**src/rtl/rgb2raw_mosaic_pkg.sv**
```systemverilog
// Shared widths, Bayer site type and helpers for the RGB-to-RAW re-mosaic path.
// The helpers are the 8-to-10-bit component expansion and the site lookup for a pixel's {Y[0],X[0]} phase.
package rgb2raw_mosaic_pkg;

  localparam int RAW_W   = 10;
  localparam int COMP_W  = 8;
  localparam int COORD_W = 11;

  typedef enum logic [1:0] {SITE_R, SITE_G, SITE_B} site_e;

  // Replicating the top bits keeps full-scale white at full-scale RAW.
  function automatic logic [RAW_W-1:0] expand(input logic [COMP_W-1:0] c);
    return {c, c[COMP_W-1 -: 2]};
  endfunction

  function automatic site_e site_of(input logic [1:0] phase, input logic [1:0] red_phase);
    site_e site;
    site = SITE_G;
    if (phase == red_phase)
      site = SITE_R;
    else if (phase == (red_phase ^ 2'b11))
      site = SITE_B;
    return site;
  endfunction

endpackage

```
**src/rtl/rgb2raw_mosaic_if.sv**
```systemverilog
// Pixel bus of the re-mosaic block: RGB input side with VGA-style timing, and RAW output side.
interface rgb2raw_mosaic_if;
  import rgb2raw_mosaic_pkg::*;

  logic [COMP_W-1:0]  red;
  logic [COMP_W-1:0]  green;
  logic [COMP_W-1:0]  blue;
  logic               read_request;
  logic               vs;
  logic               hs;

  logic [RAW_W-1:0]   data;
  logic               dval;
  logic               fval;
  logic               lval;
  logic [COORD_W-1:0] x_cont;
  logic [COORD_W-1:0] y_cont;
  logic               line_err;

  modport master (
    output red, green, blue, read_request, vs, hs,
    input  data, dval, fval, lval, x_cont, y_cont, line_err
  );

  modport slave (
    input  red, green, blue, read_request, vs, hs,
    output data, dval, fval, lval, x_cont, y_cont, line_err
  );

endinterface

```
**src/rtl/rgb2raw_pos_counter.sv**
```systemverilog
// Regenerates pixel X/Y from read-request/vsync timing and flags lines of the wrong length.
// Also usable on the RAW-source side of the loopback.
module rgb2raw_pos_counter
  import rgb2raw_mosaic_pkg::*;
#(
  parameter int H_ACTIVE = 640
) (
  input  logic               clk,
  input  logic               rst,
  input  logic               read_request,
  input  logic               vs,
  output logic               accept,
  output logic [COORD_W-1:0] x_cnt,
  output logic [COORD_W-1:0] y_cnt,
  output logic               line_err
);

  localparam logic [COORD_W-1:0] COORD_MAX = '1;
  localparam logic [COORD_W-1:0] LINE_LEN  = COORD_W'(H_ACTIVE);

  logic req_d;
  logic vs_d;
  logic req_fall;
  logic vs_fall;

  assign accept   = read_request & vs;
  assign req_fall = req_d & ~read_request;
  assign vs_fall  = vs_d & ~vs;

  always_ff @(posedge clk or posedge rst) begin
    if (rst) begin
      req_d <= 1'b0;
      vs_d  <= 1'b0;
    end else begin
      req_d <= read_request;
      vs_d  <= vs;
    end
  end

  always_ff @(posedge clk or posedge rst) begin
    if (rst)
      x_cnt <= '0;
    else if (req_fall)
      x_cnt <= '0;
    else if (accept && x_cnt != COORD_MAX)
      x_cnt <= x_cnt + COORD_W'(1);
  end

  always_ff @(posedge clk or posedge rst) begin
    if (rst)
      y_cnt <= '0;
    else if (!vs)
      y_cnt <= '0;
    else if (req_fall && y_cnt != COORD_MAX)
      y_cnt <= y_cnt + COORD_W'(1);
  end

  // Set has priority so an error on the last line of a frame is never lost.
  always_ff @(posedge clk or posedge rst) begin
    if (rst)
      line_err <= 1'b0;
    else if (req_fall && vs && x_cnt != LINE_LEN)
      line_err <= 1'b1;
    else if (vs_fall)
      line_err <= 1'b0;
  end

endmodule

```
**src/rtl/rgb2raw_mosaic.sv**
```systemverilog
// Re-mosaics a 24-bit RGB stream into 10-bit Bayer RAW through a two-stage pipeline.
// Sync inputs are delayed to stay aligned with the RAW output.
module rgb2raw_mosaic
  import rgb2raw_mosaic_pkg::*;
#(
  parameter int         H_ACTIVE    = 640,
  parameter logic [1:0] BAYER_PHASE = 2'b01
) (
  input logic             clk,
  input logic             rst,
  rgb2raw_mosaic_if.slave bus
);

  logic               accept;
  logic               line_err;
  logic [COORD_W-1:0] x_cnt;
  logic [COORD_W-1:0] y_cnt;

  logic               s1_valid;
  logic [COMP_W-1:0]  s1_red;
  logic [COMP_W-1:0]  s1_green;
  logic [COMP_W-1:0]  s1_blue;
  logic [COORD_W-1:0] s1_x;
  logic [COORD_W-1:0] s1_y;
  logic [1:0]         s1_phase;

  site_e              s1_site;
  logic [RAW_W-1:0]   raw_sel;

  logic               s2_valid;
  logic [RAW_W-1:0]   s2_data;
  logic [COORD_W-1:0] s2_x;
  logic [COORD_W-1:0] s2_y;
  logic [1:0]         vs_pipe;
  logic [1:0]         hs_pipe;

  rgb2raw_pos_counter #(.H_ACTIVE(H_ACTIVE)) u_pos (
    .clk          (clk),
    .rst          (rst),
    .read_request (bus.read_request),
    .vs           (bus.vs),
    .accept       (accept),
    .x_cnt        (x_cnt),
    .y_cnt        (y_cnt),
    .line_err     (line_err)
  );

  always_ff @(posedge clk or posedge rst) begin
    if (rst) begin
      s1_valid <= 1'b0;
      s1_red   <= '0;
      s1_green <= '0;
      s1_blue  <= '0;
      s1_x     <= '0;
      s1_y     <= '0;
      s1_phase <= '0;
    end else begin
      s1_valid <= accept;
      if (accept) begin
        s1_red   <= bus.red;
        s1_green <= bus.green;
        s1_blue  <= bus.blue;
        s1_x     <= x_cnt;
        s1_y     <= y_cnt;
        s1_phase <= {y_cnt[0], x_cnt[0]};
      end
    end
  end

  always_comb begin
    s1_site = site_of(s1_phase, BAYER_PHASE);
    raw_sel = expand(s1_green);
    case (s1_site)
      SITE_R:  raw_sel = expand(s1_red);
      SITE_B:  raw_sel = expand(s1_blue);
      default: raw_sel = expand(s1_green);
    endcase
  end

  // Data and coordinates hold their last pixel while the output is idle.
  always_ff @(posedge clk or posedge rst) begin
    if (rst) begin
      s2_valid <= 1'b0;
      s2_data  <= '0;
      s2_x     <= '0;
      s2_y     <= '0;
    end else begin
      s2_valid <= s1_valid;
      if (s1_valid) begin
        s2_data <= raw_sel;
        s2_x    <= s1_x;
        s2_y    <= s1_y;
      end
    end
  end

  always_ff @(posedge clk or posedge rst) begin
    if (rst) begin
      vs_pipe <= '0;
      hs_pipe <= '0;
    end else begin
      vs_pipe <= {vs_pipe[0], bus.vs};
      hs_pipe <= {hs_pipe[0], bus.hs};
    end
  end

  assign bus.data     = s2_data;
  assign bus.dval     = s2_valid;
  assign bus.fval     = vs_pipe[1];
  assign bus.lval     = hs_pipe[1];
  assign bus.x_cont   = s2_x;
  assign bus.y_cont   = s2_y;
  assign bus.line_err = line_err;

endmodule

```
**src/flat_wrapper.sv**
```systemverilog
// flat-port wrapper written by rule: the top's interface ports become plain ports
module rgb2raw_mosaic_flat import rgb2raw_mosaic_pkg::*;
#(
  parameter int         H_ACTIVE    = 640,
  parameter logic [1:0] BAYER_PHASE = 2'b01
)
  (clk, rst, bus_red, bus_green, bus_blue, bus_read_request, bus_vs, bus_hs, bus_data, bus_dval, bus_fval, bus_lval, bus_x_cont, bus_y_cont, bus_line_err);
  rgb2raw_mosaic_if bus_i ();
  input logic clk;
  input logic rst;
  input wire logic [$bits(bus_i.red)-1:0] bus_red;
  input wire logic [$bits(bus_i.green)-1:0] bus_green;
  input wire logic [$bits(bus_i.blue)-1:0] bus_blue;
  input wire logic [$bits(bus_i.read_request)-1:0] bus_read_request;
  input wire logic [$bits(bus_i.vs)-1:0] bus_vs;
  input wire logic [$bits(bus_i.hs)-1:0] bus_hs;
  output wire logic [$bits(bus_i.data)-1:0] bus_data;
  output wire logic [$bits(bus_i.dval)-1:0] bus_dval;
  output wire logic [$bits(bus_i.fval)-1:0] bus_fval;
  output wire logic [$bits(bus_i.lval)-1:0] bus_lval;
  output wire logic [$bits(bus_i.x_cont)-1:0] bus_x_cont;
  output wire logic [$bits(bus_i.y_cont)-1:0] bus_y_cont;
  output wire logic [$bits(bus_i.line_err)-1:0] bus_line_err;
  assign bus_i.red = bus_red;
  assign bus_i.green = bus_green;
  assign bus_i.blue = bus_blue;
  assign bus_i.read_request = bus_read_request;
  assign bus_i.vs = bus_vs;
  assign bus_i.hs = bus_hs;
  assign bus_data = bus_i.data;
  assign bus_dval = bus_i.dval;
  assign bus_fval = bus_i.fval;
  assign bus_lval = bus_i.lval;
  assign bus_x_cont = bus_i.x_cont;
  assign bus_y_cont = bus_i.y_cont;
  assign bus_line_err = bus_i.line_err;
  rgb2raw_mosaic #(.H_ACTIVE(H_ACTIVE), .BAYER_PHASE(BAYER_PHASE)) u_core (.clk(clk), .rst(rst), .bus(bus_i));
endmodule
```
**config.mk**
```make
export PLATFORM = sky130hd
export DESIGN_NAME = rgb2raw_mosaic_flat
export DESIGN_NICKNAME = d
export VERILOG_FILES = /design/src/rtl/rgb2raw_mosaic_pkg.sv /design/src/rtl/rgb2raw_mosaic_if.sv /design/src/rtl/rgb2raw_pos_counter.sv /design/src/rtl/rgb2raw_mosaic.sv /design/src/flat_wrapper.sv
export SDC_FILE = /design/constraint.sdc
export NUM_CORES = 1
export LEC_CHECK = 0
export ABC_AREA = 1
export CAP_MARGIN = 20
export CORE_MARGIN = 2
export CORE_UTILIZATION = 50
export CTS_BUF_LIST = sky130_fd_sc_hd__clkbuf_8
export CTS_CLUSTER_DIAMETER = 80
export CTS_CLUSTER_SIZE = 16
export DETAILED_ROUTE_END_ITERATION = 12
export PLACE_DENSITY = 0.74
export SETUP_SLACK_MARGIN = 0.1
export SYNTH_ARGS = -nofsm -noshare
export SYNTH_HDL_FRONTEND = slang
export SYNTH_SLANG_ARGS = --single-unit
```
**constraint.sdc**
```tcl
create_clock -name clk -period 4.05 [get_ports clk]
set_input_delay 0.81 -clock clk [delete_from_list [all_inputs] [get_ports clk]]
set_output_delay 0.81 -clock clk [all_outputs]
set_load 0.005 [all_outputs]
```
# Word-level counts from Yosys, hierarchy flattened
# Cells that the tools add are included.
# W data, S select, Z words.
# op_classes
addsub,2
mul,0
div_mod_pow,0
order_cmp,0
n_eq_ne,7
n_shift,0
muxes,9
n_bitwise,5
reduce_logical,7
# ops
cell,n
$mux W11,4
$add A11 B1 Y11 const B,2
$ne A11 B11 Y1 const B,2
$pmux W10 S2,1
$ne A11 B10 Y1 const B,1
$eq A2 B2 Y1 const B,2
$logic_and A1 B1 Y1,4
$mux W2,2
$reduce_bool A2 Y1,2
$and A1 B1 Y1,3
$eq A2 B1 Y1 const B,1
$logic_not A2 Y1,1
$mux W1,2
$ne A2 B1 Y1 const B,1
$not A1 Y1,2
# word_totals
ff_bits,111
latchBits,0
ramBits,0
rom_bits,0
output_inout_bits,36
memories,0

# Depth between registers and ports, before layout
# Gate-level depths: netlist (run 1).
# logic_depth
depth_word,5
depth_mapped,8
depth_no_buf,8

# Cells and area by module
# A second synthesis (run 1) with hierarchy kept.
# unflattened
hier_cells,547
area_unflattened_um2,4794.6
# modules_own_cells
mod,instances,cells_per_inst,area_per_inst_um2,seq_area_each_um2
rgb2raw_mosaic,1,346,3251.9,2052.0
rgb2raw_pos_counter,1,201,1542.7,625.6

# Worst setup path before layout (run 1)
# OpenSTA, ideal clock, no wires.
# synth_path
path_type,input to register
start,in bus_read_request
end,reg u_core.s1_x[1]
setup_time_ns,0.132
arrival_ns,1.436
required_time_ns,3.918
slack_ns,2.482
cell_stages,4
path_cell_list,nand2_1 buf_2 clkbuf_1 o21ai_0
# synth_between
elab_chain_len,1
# synth_lines
element,line_no,rtl
start: declaration,flat_wrapper.sv:14,input wire logic [$bits(bus_i.read_request)-1:0] bus_read_request;
$and A1 B1 Y1,rgb2raw_pos_counter.sv:26,assign accept = read_request & vs;
end signal: assignment,rgb2raw_mosaic.sv:63,s1_x <= x_cnt;
end: declaration,rgb2raw_mosaic.sv:23,logic [COORD_W-1:0] s1_x;
# Every way passes these cells.
# A chain may end at the register's enable or synchronous reset.

# Worst setup path after layout (run 1)
# layout_path
start,in bus_vs
end,reg u_core.s1_blue[6]
# layout_between
elab_chain_len,1
# layout_lines
element,line_no,rtl
start: declaration,flat_wrapper.sv:15,input wire logic [$bits(bus_i.vs)-1:0] bus_vs;
$and A1 B1 Y1,rgb2raw_pos_counter.sv:26,
end signal: assignment,rgb2raw_mosaic.sv:62,s1_blue <= bus.blue;
end: declaration,rgb2raw_mosaic.sv:22,logic [COMP_W-1:0] s1_blue;
# Every way passes these cells.

==> results.md, run 1 <==
* Crit path top cell by count: buf_4
* ANT cells at 0
* Max VDD drop at 0.209 mV
* Avg WL per Cell at 14.0 um
* Power per cell area at 398 nW/um^2
* Maximum clock rate at 401 MHz
* Drt first-iter violations at 266
* Post-synth cell types at 25
* Via/cell ratio at 5.23
* Critical Path RT at 4.29 ns
* Slew at the pin with the worst max-slew slack at 0.976 ns
* Hold WC Path Type: reg -> reg
* Grt ovf at 0
* Syn nets at 569
* Longest Clk Path Bufs at 2
* Setup bufs post-CTS at 0
* Post-route ant nets at 0
* Total Wirelength at 9.89 mm
* Detailed Routing Iterations Pass 1 at 4
* Cells along the critical path: clkdlybuf4s50_1 -> nand2_2 -> buf_4 -> inv_2 -> buf_4 -> nand2_1 -> o21ai_0
* Initial antenna violation count at 0
* FF+latch count, synth at 106
* Fraction of layout cells with a size suffix above 1 at 0.0706
* Final setup viols at 0
* Area leader, netlist: dfrtp_1
* Skew-Pair Late Insertion Delay at 0.36 ns
* Mapped Cells at 535
* Setup TNS at 0 ns
* Worst-path clk slew at 0.09 ns
* Vias in the first global route at 3513
* Rel. slew slack at 0.349
* CP delay by family, top: buffers and inverters
* GP Congestion at 0.882
* Endpoints failing hold at 0
* Cts bufs inserted at 9
* Via count at 3689
* Clock root cell: clkbuf_8
* Total track usage at 0.207
* Share of the synthesized area in the top cell type at 0.574
* Num ports at 65
* Final slew viol count at 0
* CP Max Fanout at 67
* Tcrit/Tclk final at 0.615
* Worst Setup End Kind: flip-flop
* Leakage power at 2.72 nW
* Syn Std Cell Area at 4620 um^2
* FP Rows at 35
* Synth area leaders: dfrtp_1, nand2_1, o21ai_0, nand3_1, inv_1
* First-pass GRT wire length at 16.3 mm
* Total Die Area at 10000 um^2
* Bufs and invs on worst path at 4
* Slowest cell delay on critical path at 0.67 ns
* Worst EP arrival at 2.73 ns
* Worst Setup Path Type: in -> reg
* Minimum clock period at 2.49 ns
* Post-DP HPWL at 6.79 mm
* Number of I/O port buffers at 64
* Outcome: completed
* Syn Area/Cell at 8.64 um^2
* RSZ-0062 raised after global routing: no
* Max-Cap Viols at 0
* DRC at 0
* CTS tree: done
* Largest net degree at the start of global routing at 68
* Sequential cell area fraction in the yosys report at 0.574
* Initial Util at 0.507
* Slowest stage cell, crit path: clkdlybuf4s50_1
* Synth warn at 0
* Clk sinks at 106
* CP Launch Type: input port
* Number of nets in the layout at 625
* Chip width at 100 um
* Syn-to-layout area delta at 20.5%
* Chip height at 100 um
* Clk_skew at 0.00653 ns
* Post-CTS Hold Buffers at 0
* Total power at 2.22 mW
* Post-cts gate resize count at 0
* H-tree levels at 3
* Core area at 9110 um^2
==> area by class of cell <==
class | instances | area, um^2
Fill cell | 771 | 3540
Sequential cell | 106 | 2650
Multi-Input combinational cell | 370 | 1730
Timing Repair Buffer | 68 | 683
Tap cell | 111 | 139
Inverter | 36 | 138
Clock buffer | 9 | 124
Clock inverter | 6 | 108
==> worst paths after layout <==
kind                                   start  cells after the start                 end  slack, ns
max                                   bus_vs                      7   u_core.s1_blue[6]       1.56
min                        u_core.hs_pipe[0]                      0   u_core.hs_pipe[1]       0.36
max reg2reg                  u_core.s1_valid                      4  u_core.bus.data[1]       2.33
min reg2reg                u_core.hs_pipe[0]                      0   u_core.hs_pipe[1]       0.36
max in group asynchronous                rst                      3      u_core.s1_x[1]       2.47
min in group asynchronous                rst                      2     u_core.bus.dval       0.87
==> sequential cells by signal (all words and copies together), names as in the netlist, 2 cells and up <==
name and count:
u_core.s1_x 10, u_core.s1_y 11, u_core.vs_pipe 2, u_core.bus.data 8, u_core.bus.y_cont 11, u_core.s1_blue 8, u_core.s1_green 8, u_core.u_pos.y_cnt 11
u_core.u_pos.x_cnt 11, u_core.bus.x_cont 11, u_core.s1_red 8, u_core.hs_pipe 2
==> metrics by stage <==
step	std cells	util	cell area [um^2]	hold WS (ns)	setup slack, ns
floorplan	535	-	4620	0.331	0.451
finish	706	0.611	5570	0.358	1.56
global placement	691	0.586	5340	0.342	1.23
detailed placement	691	0.586	5340	0.341	1.17
CTS	706	0.611	5570	0.363	1.56
global route	706	0.611	5570	0.386	1.41
==> cell usage in the layout, fill, tap and decap left out, drive strengths merged <==
cell / Yosys / final
a21oi: 23 / 23
a21boi: 1 / 1
clkbuf: 10 / 9
a22o: 6 / 6
nand2: 223 / 223
nand3: 30 / 30
inv: 36 / 37
bufinv: 0 / 3
o21ai: 40 / 40
dfrtp: 106 / 106
xor2: 2 / 2
clkdlybuf4s50: 0 / 64
clkinv: 0 / 2
buf: 13 / 4
nand4: 2 / 2
ha: 5 / 5
nor2: 38 / 38
==> report_power, final <==
group / switching [mW] / total, mW / internal (mW)
Combinational: 0.158 / 0.295 / 0.137
Sequential: 0.0471 / 1.18 / 1.13
Clock: 0.338 / 0.743 / 0.405
Total: 0.543 / 2.22 / 1.67
==> cells by family (layout without fill, tap and decap cells) <==
kind of cell / count (synthesis) / count (layout) / synth area share
and+or+nand+nor: 293 / 293 / 0.269
DFF: 106 / 106 / 0.574
AOI/OAI and AO/OA: 70 / 70 / 0.0869
buffers and inverters: 59 / 119 / 0.0533
adders and majority gates: 5 / 5 / 0.0135
xor gates and xnor gates: 2 / 2 / 0.00379
==> metal layers <==
layer / part of all wire / GRT usage / wire length, um / vias up
met4: 0.023 / 0.0759 / 231 / 0
met5: 0 / 0 / 0 / -
met3: 0.052 / 0.0529 / 517 / 18
li1: - / - / - / 1788
met2: 0.49 / 0.334 / 4800 / 113
met1: 0.44 / 0.273 / 4340 / 1770
==> cell usage after synthesis, drive strengths merged <==
cell    count
a21boi      1
a21oi      23
a22o        6
buf        13
clkbuf     10
dfrtp     106
ha          5
inv        36
nand2     223
nand3      30
nand4       2
nor2       38
o21ai      40
xor2        2
Note: power is estimated with default switching activity, not from simulation.
==> run 2, diff against run 1 <==
==> constraint.sdc (replaced) <==
create_clock -name clk -period 2.5 [get_ports clk]
set_input_delay 0.5 -clock clk [delete_from_list [all_inputs] [get_ports clk]]
set_output_delay 0.5 -clock clk [all_outputs]
set_load 0.005 [all_outputs]
==> results.md, run 2 (same netlist as run 1, synthesis figures left out) <==
* Maximum clock rate at 566 MHz
* Flop-to-flop setup slack at 1.00 ns
* Via count at 3663
* Fraction of layout cells with a size suffix above 1 at 0.0737
* Crit Reg-Reg Endpoint: u_core.u_pos.x_cnt[9]
* First-pass GRT wire length at 16.5 mm
* Initial antenna violation count at 0
* Clk_skew at 0.00732 ns
* Final slew viol count at 0
* Initial Util at 0.507
* Cts bufs inserted at 9
* Tcrit/Tclk final at 0.707
* RSZ-0062 raised after global routing: no
* Number of I/O port buffers at 64
* Worst-path clk slew at 0.09 ns
* Skew-Pair Late Insertion Delay at 0.37 ns
* Seq. cell area at 2650 um^2
* CP delay by family, top: buffers and inverters
* Post-cts gate resize count at 0
* GP Congestion at 0.906
* Met2 global-route usage at 0.314
* Worst EP arrival at 1.27 ns
* Reg2Reg Depth at 8
* Rel. slew slack at 0.343
* Cells along the critical path: clkdlybuf4s50_1
* Post-route ant nets at 0
* Worst Setup Path Type: reg -> out
* Endpoints failing hold at 0
* Final setup viols at 0
* Chip width at 100 um
* Area occupied by multi-input gates at 1730 um^2
* Slowest stage cell, crit path: clkdlybuf4s50_1
* Dpl cell area at 5370 um^2
* Via/cell ratio at 5.17
* R2r startpoint: u_core.u_pos.x_cnt[0]
* H-tree levels at 3
* FILL cells at 811
* Longest Clk Path Bufs at 2
* Minimum clock period at 1.77 ns
* CTS tree: done
* Met1 Use GR at 0.291
* Setup TNS at 0 ns
* Drt first-iter violations at 243
* Total track usage at 0.207
* Avg WL per Cell at 13.7 um
* Post-DP HPWL at 6.56 mm
* Number of nets in the layout at 627
* Clock root cell: clkbuf_8
* Commonest non-fill, non-tap cell in the layout: nand2_1
* Most frequent cells in the layout: nand2_1, dfrtp_1, clkdlybuf4s50_1
* Vias in the first global route at 3559
* Critical Path RT at 2.00 ns
* Worst Setup End Kind: output pin
* CP Max Fanout at 2
* Hold_sp: u_core.hs_pipe[0]
* Syn-to-layout area delta at 20.6%
* Max-Cap Viols at 0
* Hold endpoint: u_core.hs_pipe[1]
* Final instance area at 5570 um^2
* Hold slack final at 0.356 ns
* CP Launch Type: flip-flop
* Global-route met3 utilization at 0.0341
* Detailed Routing Iterations Pass 1 at 5
* Max VDD drop at 0.287 mV
* Power per cell area at 631 nW/um^2
* Largest net degree at the start of global routing at 107
* Core area at 9110 um^2
* Bufs and invs on worst path at 1
* Outcome: completed
* Clk sinks at 106
* Worst Hold Depth at 0
* Leakage power at 2.73 nW
* FP Rows at 35
* Chip height at 100 um
* Slew at the pin with the worst max-slew slack at 0.984 ns
* ANT cells at 0
* Hold WC Path Type: reg -> reg
* Slowest cell delay on critical path at 0.52 ns
* Num ports at 65
* Setup bufs post-CTS at 0
* Grt ovf at 0
* DRC at 0
* Total power at 3.51 mW
* Total Wirelength at 9.71 mm
* Total Die Area at 10000 um^2
* Post-CTS Hold Buffers at 0
* Most utilized layer in the global route result: met2
-- run 2: how the worst max path moves through the flow --
stage,endpoint,cells after the start,start
2_1_floorplan,u_core.bus.data[1],1,rst
3_3_place_gp,u_core.u_pos.x_cnt[8],7,bus_read_request
6_report,bus_x_cont[9],1,u_core.bus.x_cont[9]
4_1_cts,bus_x_cont[9],1,u_core.bus.x_cont[9]
5_1_grt,bus_y_cont[10],1,u_core.bus.y_cont[10]
3_5_place_dp,u_core.u_pos.x_cnt[8],7,bus_read_request
-- run 2: layer usage --
layer / wire [um] / vias to the layer above / part of all wire
met5: 0 / - / 0
met4: 285 / 0 / 0.029
met3: 437 / 23 / 0.045
met2: 4500 / 94 / 0.46
met1: 4490 / 1754 / 0.46
li1: - / 1792 / -
-- run 2: area by class of cell --
type	instances	share of cell area
flip-flops and latches	106	0.476
multi-input cells	370	0.310
repair buffers	70	0.128
inverters	36	0.0249
well taps	111	0.0249
clock buffers	9	0.0222
clock inverters	6	0.0148
-- run 2: power by group --
part | internal [mW] | switching [mW]
clock | 0.556 | 0.568
combinational | 0.226 | 0.255
sequential | 1.83 | 0.0755
-- run 2: per-stage QoR --
step,instances,setup slack (ns),util
finish,708,0.732,0.612
global route,708,0.685,0.612
floorplan,535,0.726,-
CTS,708,0.718,0.612
global placement,693,0.588,0.589
detailed placement,693,0.527,0.589
==> run 3, diff against run 2 <==
--- a/config.mk
+++ b/config.mk
@@ -13,7 +13,7 @@
 export CTS_CLUSTER_DIAMETER = 80
 export CTS_CLUSTER_SIZE = 16
 export DETAILED_ROUTE_END_ITERATION = 12
-export PLACE_DENSITY = 0.74
+export PLACE_DENSITY = 0.77
 export SETUP_SLACK_MARGIN = 0.1
 export SYNTH_ARGS = -nofsm -noshare
 export SYNTH_HDL_FRONTEND = slang
==> constraint.sdc (replaced) <==
create_clock -name clk -period 1.5 [get_ports clk]
set_input_delay 0.3 -clock clk [delete_from_list [all_inputs] [get_ports clk]]
set_output_delay 0.3 -clock clk [all_outputs]
set_load 0.005 [all_outputs]
==> results.md, run 3 (same netlist as run 1, synthesis figures left out) <==
* Outcome: completed
* Post-route ant nets at 0
* CP Launch Type: flip-flop
* Fraction of layout cells with a size suffix above 1 at 0.150
* Slowest cell delay on critical path at 0.42 ns
* Reg2Reg Depth at 5
* Power per cell area at 1030 nW/um^2
* H-tree levels at 3
* Avg WL per Cell at 14.0 um
* Drt first-iter violations at 176
* FP Rows at 35
* Most frequent cells in the layout: nand2_1, dfrtp_1, buf_4, dlygate4sd2_1, nor2_1
* GP Congestion at 0.848
* ANT cells at 0
* Via count at 3869
* Chip height at 100 um
* Critical Path RT at 1.20 ns
* Cells along the critical path: dlygate4sd2_1
* Total Die Area at 10000 um^2
* Minimum clock period at 1.35 ns
* Number of nets in the layout at 667
* Flop-to-flop setup slack at 0.16 ns
* Worst EP arrival at 1.05 ns
* Worst Setup End Kind: output pin
* Skew-Pair Late Insertion Delay at 0.36 ns
* Hold slack final at 0.181 ns
* Slowest stage cell, crit path: dfrtp_1
* Endpoints failing hold at 0
* Longest Clk Path Bufs at 2
* Cts bufs inserted at 9
* Core area at 9110 um^2
* Tcrit/Tclk final at 0.898
* R2r startpoint: u_core.s1_phase[0]
* Worst-path clk slew at 0.09 ns
* DRC at 0
* Post-CTS Hold Buffers at 0
* Chip width at 100 um
* CP Max Fanout at 2
* CP delay by family, top: flip-flops
* Initial Util at 0.507
* Num ports at 65
* Fin cells at 749
* Post-Place Cells at 711
* First-pass GRT wire length at 17.2 mm
* Commonest non-fill, non-tap cell in the layout: nand2_1
* Via/cell ratio at 5.17
* Detailed Routing Iterations Pass 1 at 4
* Total Wirelength at 10.5 mm
* Bufs and invs on worst path at 1
* Rel. slew slack at 0.767
* Max-Cap Viols at 0
* Clock root cell: clkbuf_8
* Largest net degree at the start of global routing at 46
* Crit Reg-Reg Endpoint: u_core.bus.data[1]
* Clk sinks at 106
* Critical path launch point: u_core.bus.y_cont[0]
* Hold WC Path Type: in -> async
* Final slew viol count at 0
* Setup WS post-layout at 0.153 ns
* Max VDD drop at 0.574 mV
* Number of I/O port buffers at 64
* Post-DP HPWL at 7.42 mm
* Vias in the first global route at 3713
* Initial antenna violation count at 0
* Final setup viols at 0
* CTS tree: done
* Slew at the pin with the worst max-slew slack at 0.349 ns
* Grt ovf at 0
* Leakage power at 3.06 nW
* Worst Setup Path Type: reg -> out
* Clk_skew at 0.00884 ns
* Pre-CTS setup slack at -0.122 ns
* Syn-to-layout area delta at 28.2%
* Total track usage at 0.219
* RSZ-0062 raised after global routing: yes
* Maximum clock rate at 743 MHz
==> run 3: what timing repair did <==
item                                    in CTS  in global routing
resized for setup                           38                 15
endpoints found under the setup margin      48                 23
pin swaps                                    1                  5
buffers inserted                            16                  5
hold endpoints to repair                     0                  0
cloned                                       0                  1
==> run 3: cell type report <==
type / count / area, um^2
clock buffers: 11 / 151
clock inverters: 5 / 83.8
fillers: 769 / 3180
inverters: 36 / 141
multi-input cells: 371 / 1760
flip-flops and latches: 106 / 2650
well taps: 111 / 139
repair buffers: 109 / 992
==> run 3: stage by stage <==
step,utilization,power (mW),area (um^2),TNS [ns]
6_report,0.650,6.07,5920,0
2_1_floorplan,-,3.66,4630,-7.79
3_5_place_dp,0.608,4.11,5540,-1.13
5_1_grt,0.650,6.35,5920,0
4_1_cts,0.643,6.09,5850,0
3_3_place_gp,0.608,4.07,5540,-0.326
==> run 3: power by group <==
group	internal, mW	leakage, nW	switching, mW	total (mW)
Clock	1.04	0.112	0.952	1.99
Combinational	0.425	1.55	0.479	0.904
Sequential	3.06	1.40	0.125	3.18
==> run 3: worst max-delay path by stage <==
stage	end	slack, ns	cells past startpoint
finish	bus_y_cont[0]	0.15	1
global route	u_core.u_pos.y_cnt[5]	0.04	8
CTS	bus_data[0]	0.11	2
detailed placement	u_core.u_pos.x_cnt[7]	-0.12	8
global placement	u_core.u_pos.x_cnt[7]	-0.07	8
floorplan	u_core.bus.data[1]	-0.07	1
==> run 3: metal layers <==
metal,global-route usage,vias up,wire length (um)
met1,0.296,1847,4520
met4,0.102,0,267
met5,0,-,0
met3,0.0299,22,563
li1,-,1881,-
met2,0.353,119,5150
